==> src/rtl/mmio_uart_tx.sv <==
// Memory-mapped 8N1 UART transmitter: stores to TXDATA feed a small FIFO that is
// drained by a baud counter and serialiser; STATUS/DIVISOR are read combinationally.
module mmio_uart_tx #(
    parameter logic [31:0] BASE_ADDR  = 32'h1000_0000,
    parameter int          FIFO_DEPTH = 8,
    parameter logic [15:0] DIV_RESET  = 16'd434
) (
    input  logic        clk,
    input  logic        reset,
    input  logic        we,
    input  logic [31:0] a,
    input  logic [31:0] wd,
    input  logic [2:0]  be,
    output logic [31:0] rd,
    output logic        sel,
    output logic        txd,
    output logic        irq
);
    // state | meaning
    // IDLE  | line high, waiting for a queued byte
    // START | start bit (low) for div cycles
    // DATA  | eight data bits, LSB first
    // STOP  | stop bit (high); pops the next byte directly if one is queued
    localparam logic [1:0] S_IDLE  = 2'd0;
    localparam logic [1:0] S_START = 2'd1;
    localparam logic [1:0] S_DATA  = 2'd2;
    localparam logic [1:0] S_STOP  = 2'd3;

    localparam int         AW      = $clog2(FIFO_DEPTH);
    localparam logic [3:0] DEPTH_C = 4'(FIFO_DEPTH);

    logic [7:0]    mem [FIFO_DEPTH];
    logic [AW-1:0] wptr, rptr;
    logic [3:0]    count;
    logic          overflow;
    logic [15:0]   div, div_eff, baud_load, baud_cnt;
    logic [1:0]    state;
    logic [2:0]    bit_idx;
    logic [7:0]    shift;
    logic          txd_q;
    logic          wr_tx, wr_st, wr_div, push, pop, empty, full, busy, bit_end;
    logic          unused_ok;

    assign unused_ok = ^{a[1:0], wd[31:16]};

    assign sel    = (a[31:4] == BASE_ADDR[31:4]) && (a[3:2] != 2'b11);
    assign wr_tx  = we && sel && (a[3:2] == 2'b00);
    assign wr_st  = we && sel && (a[3:2] == 2'b01);
    assign wr_div = we && sel && (a[3:2] == 2'b10);

    assign empty = (count == 4'd0);
    assign full  = (count == DEPTH_C);
    assign busy  = (state != S_IDLE);
    assign irq   = empty && !busy;
    assign txd   = txd_q;

    assign div_eff   = (div == 16'd0) ? 16'd1 : div;
    assign baud_load = div_eff - 16'd1;
    assign bit_end   = (baud_cnt == 16'd0);

    // A byte leaves the FIFO when idle, or at the end of a stop bit for back-to-back frames.
    assign push = wr_tx && !full;
    assign pop  = !empty && ((state == S_IDLE) || ((state == S_STOP) && bit_end));

    always_ff @(posedge clk) begin
        if (push) mem[wptr] <= wd[7:0];
    end

    always_ff @(posedge clk or negedge reset) begin
        if (!reset) begin
            wptr     <= '0;
            rptr     <= '0;
            count    <= 4'd0;
            overflow <= 1'b0;
            div      <= DIV_RESET;
        end else begin
            if (push) wptr <= wptr + 1'b1;
            if (pop)  rptr <= rptr + 1'b1;
            case ({push, pop})
                2'b10:   count <= count + 4'd1;
                2'b01:   count <= count - 4'd1;
                default: count <= count;
            endcase
            // A push against a full FIFO is lost even if a pop frees a slot on the same edge.
            if (wr_tx && full)
                overflow <= 1'b1;
            else if (wr_st && wd[3])
                overflow <= 1'b0;
            if (wr_div) begin
                if (be == 3'b000) div[7:0] <= wd[7:0];
                else              div      <= wd[15:0];
            end
        end
    end

    always_ff @(posedge clk or negedge reset) begin
        if (!reset) begin
            state    <= S_IDLE;
            baud_cnt <= 16'd0;
            bit_idx  <= 3'd0;
            shift    <= 8'd0;
            txd_q    <= 1'b1;
        end else begin
            case (state)
                S_IDLE: begin
                    if (pop) begin
                        shift    <= mem[rptr];
                        state    <= S_START;
                        txd_q    <= 1'b0;
                        baud_cnt <= baud_load;
                    end
                end
                S_START: begin
                    if (bit_end) begin
                        state    <= S_DATA;
                        bit_idx  <= 3'd0;
                        txd_q    <= shift[0];
                        baud_cnt <= baud_load;
                    end else begin
                        baud_cnt <= baud_cnt - 16'd1;
                    end
                end
                S_DATA: begin
                    if (bit_end) begin
                        baud_cnt <= baud_load;
                        if (bit_idx == 3'd7) begin
                            state <= S_STOP;
                            txd_q <= 1'b1;
                        end else begin
                            bit_idx <= bit_idx + 3'd1;
                            shift   <= {1'b0, shift[7:1]};
                            txd_q   <= shift[1];
                        end
                    end else begin
                        baud_cnt <= baud_cnt - 16'd1;
                    end
                end
                default: begin
                    if (bit_end) begin
                        if (pop) begin
                            shift    <= mem[rptr];
                            state    <= S_START;
                            txd_q    <= 1'b0;
                            baud_cnt <= baud_load;
                        end else begin
                            state <= S_IDLE;
                            txd_q <= 1'b1;
                        end
                    end else begin
                        baud_cnt <= baud_cnt - 16'd1;
                    end
                end
            endcase
        end
    end

    always_comb begin
        rd = 32'd0;
        if (sel) begin
            case (a[3:2])
                2'b01:   rd = {24'd0, count, overflow, empty, full, busy};
                2'b10:   rd = {16'd0, div};
                default: rd = 32'd0;
            endcase
        end
    end
endmodule

==> config.mk <==
export PLATFORM = sky130hd
export DESIGN_NAME = mmio_uart_tx
export DESIGN_NICKNAME = d
export VERILOG_FILES = /design/src/rtl/mmio_uart_tx.sv
export SDC_FILE = /design/constraint.sdc
export NUM_CORES = 1
export LEC_CHECK = 0
export BUFFER_PORTS_ARGS = -buffer_cell sky130_fd_sc_hd__buf_2
export CAP_MARGIN = 20
export CORE_UTILIZATION = 28
export DETAILED_ROUTE_END_ITERATION = 16
export HOLD_SLACK_MARGIN = 0.12
export MAX_ROUTING_LAYER = met4
export PLACE_DENSITY = 0.55
export SKIP_CTS_REPAIR_TIMING = 1
export SLEW_MARGIN = 30
export SYNTH_ARGS = -nofsm -noshare
export SYNTH_HDL_FRONTEND = slang
export SYNTH_SLANG_ARGS = --single-unit
==> constraint.sdc <==
create_clock -name clk -period 6.6 [get_ports clk]
set_input_delay 0.33 -clock clk [delete_from_list [all_inputs] [get_ports clk]]
set_output_delay 0.33 -clock clk [all_outputs]
set_load 0.1 [all_outputs]
After elaboration in Yosys (flattened, before gate mapping):

Memory sizes are Yosys's and may differ from the RTL's.
Index checks and enable logic that the tools add are counted.

* multiplexer cells: 35
* bitwise logic cells: 2
* eq/ne operators: 16
* reduce and logical (&&, ||, !) cells: 32
* $add $sub $neg: 7

Operator list (count)
* $mux W16: 5
* $pmux W16 S2: 2
* $logic_not A16 Y1: 2
* $mux W8: 4
* $sub A16 B1 Y16 const B: 2
* $eq A28 B25 Y1 const B: 1
* $pmux W8 S3: 1
* $ne A2 B2 Y1 const B: 6
* $reduce_and A4 Y1: 3
* $logic_and A1 B1 Y1: 11
* $mux W1: 11
* $mux W2: 5
* $reduce_bool A2 Y1: 5
* $add A3 B1 Y3 const B: 3
* $mux W3: 3
* $eq A2 B2 Y1 const B: 4
* $pmux W4 S2: 1
* $eq A2 B1 Y1 const B: 3
* $pmux W2 S3: 1
* $pmux W3 S2: 1
* $reduce_and A5 Y1: 1
* $add A4 B1 Y4 const B: 1
* $eq A4 B4 Y1 const B: 1
* $logic_not A2 Y1: 2
* 10 further kinds: 13

* output and inout port bits: 35
* bits in writable memories: 64
* bits in registers: 57
* memories kept: 1
* input bits: 70

Memories
* mem: depth 8, bits a word 8, read ports 1, clocked after Yosys merged registers in 0, write ports 1, RTL line 32 `logic [7:0] mem [FIFO_DEPTH];`

Depth between registers and ports, before layout:

Gate-level depths: netlist (run 1).

* word-level depth: 7
* gate-level depth with buffers: 13
* depth with buffers taken out: 12

Worst setup path after synthesis (run 1):

Ideal clock, no wire load.

* path kind: input port to output port
* start point: input a[2]
* end point: output rd[10]
* setup slack: 3.264 ns
* stages on the path: 6
* data required time: 6.270 ns
* arrival time: 3.006 ns
* cells stage by stage: ha_1 nor4_1 nand2_1 nor3_1 clkbuf_1 and3_1

* word-level cells in the longest chain between the ends: 3

RTL lines
* start, declared: RTL line 11 `input logic [31:0] a,`
* $ne A2 B2 Y1: RTL line 46 `assign sel = (a[31:4] == BASE_ADDR[31:4]) && (a[3:2] != 2'b11);`
* $logic_and A1 B1 Y1: RTL line 46
* via sel: RTL line 15 `output logic sel,`
* $mux W16: RTL line 159 `if (sel) begin`
* end, declared: RTL line 14 `output logic [31:0] rd,`

The timed path passes the listed nets, and every way through them passes these cells.

Worst setup path after layout (run 1):

* start point: register baud_cnt[0]
* end point: register count[3]

* word-level cells in the longest chain between the ends: 6

RTL lines
* start, declared: RTL line 36 `logic [15:0] div, div_eff, baud_load, baud_cnt;`
* start signal, assigned: RTL line 110 `baud_cnt <= baud_load;`
* start signal, assigned: RTL line 118 `baud_cnt <= baud_load;`
* start signal, assigned: RTL line 120 `baud_cnt <= baud_cnt - 16'd1;`
* $logic_not A16 Y1 (*): RTL line 59 `assign bit_end = (baud_cnt == 16'd0);`
* $logic_and A1 B1 Y1 (*): RTL line 63 `assign pop = !empty && ((state == S_IDLE) || ((state == S_STOP) && bit_end));`
* $logic_or A1 B1 Y1 (*): RTL line 63
* $logic_and A1 B1 Y1 (*): RTL line 63
* $eq A2 B1 Y1 / $eq A2 B2 Y1 (equally long branches): RTL line 79 `case ({push, pop})`
* $pmux W4 S2 / $reduce_bool A2 Y1 (equally long branches)
* end signal, assigned: RTL line 80 `2'b10: count <= count + 4'd1;`
* end signal, assigned: RTL line 81 `2'b01: count <= count - 4'd1;`
* end signal, assigned: RTL line 82 `default: count <= count;`
* end, declared: RTL line 34 `logic [3:0] count;`

Mark *: on every way between the ends. The rest lies on a longest branch, timed or not.
A chain may end at the register's enable or synchronous reset.

==> results.yml, run 1 <==
outcome:
  outcome: "finished clean"
floorplanning:
  floorplan.initialDensity_pct: 28.6
  die_h_um: 157
  io_pins: 105
  die_w_um: 157
  row_count: 56
  coreArea_sq_um: 23500
  dieArea_sq_um: 24700
clock_network:
  clockRootBuffer: "clkbuf_16"
  cts_made_buffers: 17
  clockBufferDepth: 2
  htree_levels: 4
  clock_sinks: 121
  cts_tree: "yes"
  path_clk_slew_ps: 60
  worstSkewPairLatency_ps: 420
timing:
  rsz0062_at_grt: "no"
  relSlewSlack_pct: 40.1
  period_share_pct: 52.4
  setup_tns_ps: 0
  tightest_slew_ps: 898
  clock_skew_ps: 11.7
  fmax_mhz: 289
  finalSetupViolations: 0
  fin_crit_ps: 3460
  maxSlewViolCount: 0
  hold_viol: 0
  timing.final.ws_setup_ps: 3140
critical_path:
  critPathMaxFanout: 12
  crit_arrival_ps: 3760
  r2r_start: "baud_cnt[0]$_DFF_PN0_"
  r2r_cells: 12
  crit_slowest_cell: "nand4_1"
  worstReg2RegEnd: "count[3]$_DFFE_PN0P_"
  r2r_setup_slack_ps: 3140
  crit_chain: "inv_1 -> ha_1 -> nor4b_4 -> nand4_1 -> o21ai_2 -> ha_1 -> ha_1 -> a21o_1 -> a21oi_1 -> xnor2_1 -> nor2_1 -> xor2_1"
  cp.required_ps: 6900
  critical_path.max_stage_delay_ps: 600
  path_class: "flop to flop"
  startpoint_type: "flop"
  worstSetupEndpoint: "count[3]$_DFFE_PN0P_"
  cp_common_cell: "ha_1"
  end_kind: "flop"
  crit_start: "baud_cnt[0]$_DFF_PN0_"
yosys:
  synth_top_area_share_pct: 28.5
  yosys_warnings: 0
  synth_most_common_cell: "edfxtp_1"
  synth.ff_latch_count: 121
  mappedNetlistArea_sq_um: 6740
  synth_edf_count: 64
  yosysSeqAreaShare_pct: 49.8
  synth_flop_cell: "edfxtp_1"
  avgSynthCellArea_sq_um: 11.2
  yosys.area.top_type: "edfxtp_1"
  synthArstFlopShare_pct: 47.1
  ys_top_cells_by_count: "edfxtp_1 (64), nor2_1 (52), dfrtp_1 (51)"
  synth_cells: 604
  synthTopCellsByArea: "edfxtp_1 (28%), dfrtp_1 (19%), mux4_2 (5.3%)"
  yosysUniqueCellTypes: 68
routing:
  drt-pass1-iter-count: 7
  detail-route-antenna-nets: 0
  vias_per_cell: 4.95
  drc: 0
  wl_per_cell_um: 16.1
  vias: 4944
  initialDrtViolationCount: 289
  totalWireLength_mm: 16.1
final_layout:
  instances_no_fill: 999
  drive_gt1_share_pct: 26.0
  diodes: 0
  final_area_sq_um: 7960
  area_growth_pct: 18.1
  final_nets: 756
  fillers: 2383
power_and_ir_drop:
  leakagePower_nw: 3.26
  p_per_area_nw_per_um2: 237
  worst_ir_drop_vdd_mv: 0.190
placement:
  place_congestion: 0.823
  placed_cell_area_sq_um: 7370
  io_buffers: 70
  dp_hpwl_mm: 11.3
  dp_slack_ps: 3130
  dp.cells: 967
grt:
  grt_pass1_vias: 4769
  antenna_found_initial: 0
  grt_max_degree: 58
  grt_use_total_pct: 14.3
  overflow: 0
  grt_pass1_wl_mm: 26.0
min_path:
  hold_class: "primary input to async pin"
flow_run:
  max-cap-violations: 0
-- cells in the final DEF, fill, tap and decap left out, types with 4 or more instances in the layout --
| cell type | Yosys | layout |
|---|---|---|
| ha_1 | 18 | 18 |
| nor2_1 | 52 | 52 |
| and3_1 | 10 | 10 |
| a21oi_1 | 31 | 31 |
| edfxtp_1 | 64 | 64 |
| o211ai_1 | 6 | 6 |
| nor4_1 | 20 | 17 |
| inv_6 | 0 | 4 |
| nor4_2 | 2 | 5 |
| xnor2_1 | 10 | 10 |
| o31ai_1 | 9 | 9 |
| dfrtp_1 | 51 | 50 |
| nand3_1 | 11 | 11 |
| nand2_1 | 45 | 45 |
| mux2i_1 | 17 | 17 |
| nand4_1 | 4 | 4 |
| or4_1 | 7 | 7 |
| a22oi_1 | 11 | 11 |
| dfstp_2 | 6 | 6 |
| nor3_1 | 14 | 14 |
| buf_4 | 18 | 12 |
| conb_1 | 1 | 16 |
| inv_1 | 20 | 20 |
| o21ai_0 | 30 | 30 |
| a22o_1 | 6 | 6 |
| buf_2 | 7 | 70 |
| o22ai_1 | 5 | 5 |
| a21o_1 | 5 | 5 |
| mux2_2 | 23 | 23 |
| xor2_1 | 11 | 11 |
| clkbuf_16 | 0 | 17 |
| inv_8 | 0 | 4 |
| mux4_2 | 16 | 16 |
-- critical path: cells and delay by family, from the launching register on --
kind	cells	cell delay, ps
and+or+nand+nor	3	1040
adders and majority gates	3	760
AOI/OAI and AO/OA	3	750
DFF	1	430
xor gates and xnor gates	2	270
buffers and inverters	1	100
-- worst min-delay path by stage --
stage,from,endpoint,cells past startpoint
floorplan,reset,baud_cnt[0]$_DFF_PN0_,0
global placement,shift[7]$_DFFE_PN0P_,shift[7]$_DFFE_PN0P_,2
detailed placement,shift[7]$_DFFE_PN0P_,shift[7]$_DFFE_PN0P_,2
CTS,reset,baud_cnt[8]$_DFF_PN0_,2
global route,wd[13],div[13]$_DFFE_PN0P_,2
finish,reset,baud_cnt[8]$_DFF_PN0_,2
-- report_power, final --
group | switching, mW | internal (mW) | leakage (nW)
sequential | 0.0177 | 0.813 | 1.32
combinational | 0.0939 | 0.0552 | 1.66
clock | 0.378 | 0.532 | 0.280
total | 0.490 | 1.40 | 3.26
-- stage by stage --
| stage | utilization (%) | hold slack, ps | total power, mW |
|---|---|---|---|
| after floorplan | - | 34.4 | 0.958 |
| after global placement | 31.3 | 462 | 0.995 |
| after detailed placement | 31.3 | 468 | 0.997 |
| after CTS | 33.8 | 106 | 1.91 |
| after global routing | 33.8 | 139 | 1.96 |
| final | 33.8 | 83.0 | 1.89 |
-- registers in the layout, indices dropped and copies added (netlist names), 3 cells and up --
signal    count
rptr          3
shift         8
baud_cnt     16
wptr          3
count         4
mem          64
div          16
bit_idx       3
-- layout make-up --
| class | count | area [sq um] | area share (%) |
|---|---|---|---|
| timing repair buffer | 82 | 440 | 5.53 |
| sequential | 121 | 3360 | 42.2 |
| clock inverter | 15 | 155 | 1.95 |
| multi-input combinational | 424 | 3110 | 39.0 |
| inverter | 21 | 78.8 | 0.990 |
| clock buffer | 17 | 425 | 5.34 |
| tap | 319 | 399 | 5.01 |
-- cells by family (layout without fill, tap and decap cells) --
kind of cell | count (synthesis) | in the layout | share of synthesized area, %
xor+xnor | 21 | 21 | 2.73
flops | 121 | 121 | 49.8
other cells | 1 | 16 | 0.0556
simple gates | 182 | 182 | 13.8
buf+inv | 74 | 135 | 5.36
compound gates | 129 | 129 | 12.7
fa+ha+maj | 19 | 19 | 3.64
mux | 57 | 57 | 11.9
-- routing by layer --
metal | up-vias | GRT usage, % | routed length (um) | part of all wire [%]
met3 | 16 | 2.62 | 795 | 4.9
met5 | - | - | 0 | 0
li1 | 2362 | - | - | -
met1 | 2391 | 18.6 | 7600 | 47
met2 | 175 | 22.4 | 7470 | 46
met4 | 0 | 4.95 | 218 | 1.4
No activity file was read; power rests on OpenSTA's default activity.
==> run 2, diff against run 1 <==
Clock period 6.6 ns to 3.2 ns, I/O delays scaled along.
==> results.yml, run 2 (synthesis gave the netlist of run 1 again) <==
power_and_ir_drop:
  leakagePower_nw: 3.44
  clockPowerShare_pct: 46.9
  power.internal_mw: 2.82
  worst_ir_drop_vdd_mv: 0.395
  combPwrFrac_pct: 8.4
  pwr-share-seq_pct: 44.7
  p_sw_mw: 1.01
  switching_share_pct: 26.4
  p_per_area_nw_per_um2: 459
critical_path:
  crit_slowest_cell: "dfrtp_1"
  path_class: "flop to flop"
  startpoint_type: "flop"
  crit_chain: "nor4_1 -> buf_4 -> a41oi_1 -> ha_1 -> nor3b_1 -> nand2_1 -> or3_1 -> xor2_1 -> o211ai_1 -> a22o_1"
  cpLargestDelayFamily: "simple AND/OR/NAND/NOR gates"
  critical_path.max_stage_delay_ps: 490
  r2r_start: "div[14]$_DFFE_PN0P_"
  worstReg2RegEnd: "baud_cnt[10]$_DFF_PN0_"
  cp_num_buf_inv: 1
  cp.required_ps: 3510
  crit_arrival_ps: 3110
  end_kind: "flop"
  r2r_setup_slack_ps: 400
  critPathMaxFanout: 6
  r2r_cells: 10
final_layout:
  final_cell_mix: "edfxtp_1 (64), buf_2 (62), nor2_1 (52)"
  multi_input_area_sq_um: 3100
  final_nets: 792
  area_growth_pct: 24.0
  seq_area_sq_um: 3360
  fillers: 2376
  largest_reg_flops: 64
  top_register: "mem"
  top_regs: "mem: 64 flops, baud_cnt: 16 flops, div: 16 flops"
  layout_commonest_cell: "edfxtp_1"
  drive_gt1_share_pct: 27.1
  diodes: 0
floorplanning:
  floorplan.initialDensity_pct: 28.6
  dieArea_sq_um: 24700
  coreArea_sq_um: 23500
  die_h_um: 157
  io_pins: 105
  row_count: 56
  die_w_um: 157
grt:
  gr-usage-met3_pct: 2.15
  grt_use_total_pct: 14.4
  grt_max_degree: 37
  antenna_found_initial: 0
  grt_busiest_layer: "met2"
  grt_pass1_vias: 4798
  grt_pass1_wl_mm: 25.9
  overflow: 0
  met2_usage_pct: 22.5
  grtUsageMet1_pct: 18.4
clock_network:
  path_clk_slew_ps: 60
  clockBufferDepth: 2
  cts_made_buffers: 17
  clock_sinks: 121
  htree_levels: 4
  cts_tree: "yes"
  worstSkewPairLatency_ps: 420
  clockRootBuffer: "clkbuf_16"
min_path:
  min-delay-start: "a[28]"
  whs_path_depth: 5
  hold_class: "primary input to flop"
  min_to: "overflow$_DFFE_PN0P_"
routing:
  vias_per_cell: 4.92
  detail-route-antenna-nets: 0
  drc: 0
  drt-pass1-iter-count: 5
  wl_per_cell_um: 15.8
  initialDrtViolationCount: 290
  totalWireLength_mm: 16.3
  vias: 5090
timing:
  relSlewSlack_pct: 47.0
  tightest_slew_ps: 794
  maxSlewViolCount: 0
  rsz0062_at_grt: "no"
  hold_viol: 0
  clock_skew_ps: 9.18
  period_share_pct: 87.4
  finalSetupViolations: 0
  setup_tns_ps: 0
  fin_crit_ps: 2800
  whs_ps: 145
  fmax_mhz: 358
placement:
  place_congestion: 0.863
  dp_hpwl_mm: 11.5
  io_buffers: 70
outcome:
  outcome: "finished clean"
flow_run:
  max-cap-violations: 0
==> run 2: how the worst max path moves through the flow <==
stage	slack [ps]	cells after the start	end	from
floorplan	7	6	state[0]$_DFFE_PN0P_	count[0]$_DFFE_PN0P_
global placement	420	10	baud_cnt[10]$_DFF_PN0_	div[13]$_DFFE_PN0P_
detailed placement	400	10	baud_cnt[10]$_DFF_PN0_	div[3]$_DFFE_PN0P_
CTS	390	10	baud_cnt[10]$_DFF_PN0_	div[13]$_DFFE_PN0P_
global route	170	11	baud_cnt[6]$_DFF_PN0_	div[3]$_DFFE_PN0P_
finish	400	10	baud_cnt[10]$_DFF_PN0_	div[14]$_DFFE_PN0P_
==> run 2: cell type report <==
| type | count | share of cell area (%) |
|---|---|---|
| repair buffers | 118 | 10.5 |
| inverters | 21 | 0.943 |
| multi-input cells | 424 | 37.1 |
| well taps | 319 | 4.77 |
| clock inverters | 15 | 1.53 |
| flip-flops and latches | 121 | 40.1 |
| clock buffers | 17 | 5.09 |
==> run 2: metal layers <==
| metal | vias to the layer above | part of all wire, % | wire, um |
|---|---|---|---|
| li1 | 2436 | - | - |
| met1 | 2467 | 46 | 7450 |
| met2 | 164 | 48 | 7800 |
| met3 | 23 | 4.7 | 759 |
| met4 | 0 | 1.9 | 313 |
| met5 | - | 0 | 0 |
==> run 2: worst reg2reg max path, cell delays in order, from the launching register on <==
cell and delay (ps):
dfrtp_1 490, nor4_1 90, buf_4 150, a41oi_1 320
ha_1 250, nor3b_1 290, nand2_1 150, or3_1 330
xor2_1 260, o211ai_1 140, a22o_1 230
==> run 2: power groups by stage <==
| stage | sequential [mW] | combinational [mW] | clock, mW |
|---|---|---|---|
| floorplan | 1.72 | 0.252 | 0 |
| global placement | 1.74 | 0.306 | 0 |
| detailed placement | 1.74 | 0.309 | 0 |
| CTS | 1.71 | 0.309 | 1.82 |
| global route | 1.72 | 0.362 | 1.90 |
| finish | 1.71 | 0.323 | 1.80 |
==> run 2: stage by stage <==
stage | cell area, sq um | instances | power [mW] | setup WS [ps] | util (%)
floorplan | 6800 | 619 | 1.98 | 7.49 | -
global placement | 7630 | 985 | 2.05 | 419 | 32.4
detailed placement | 7630 | 985 | 2.05 | 403 | 32.4
CTS | 8180 | 1017 | 3.85 | 389 | 34.8
global route | 8360 | 1035 | 3.98 | 167 | 35.5
finish | 8360 | 1035 | 3.84 | 404 | 35.5
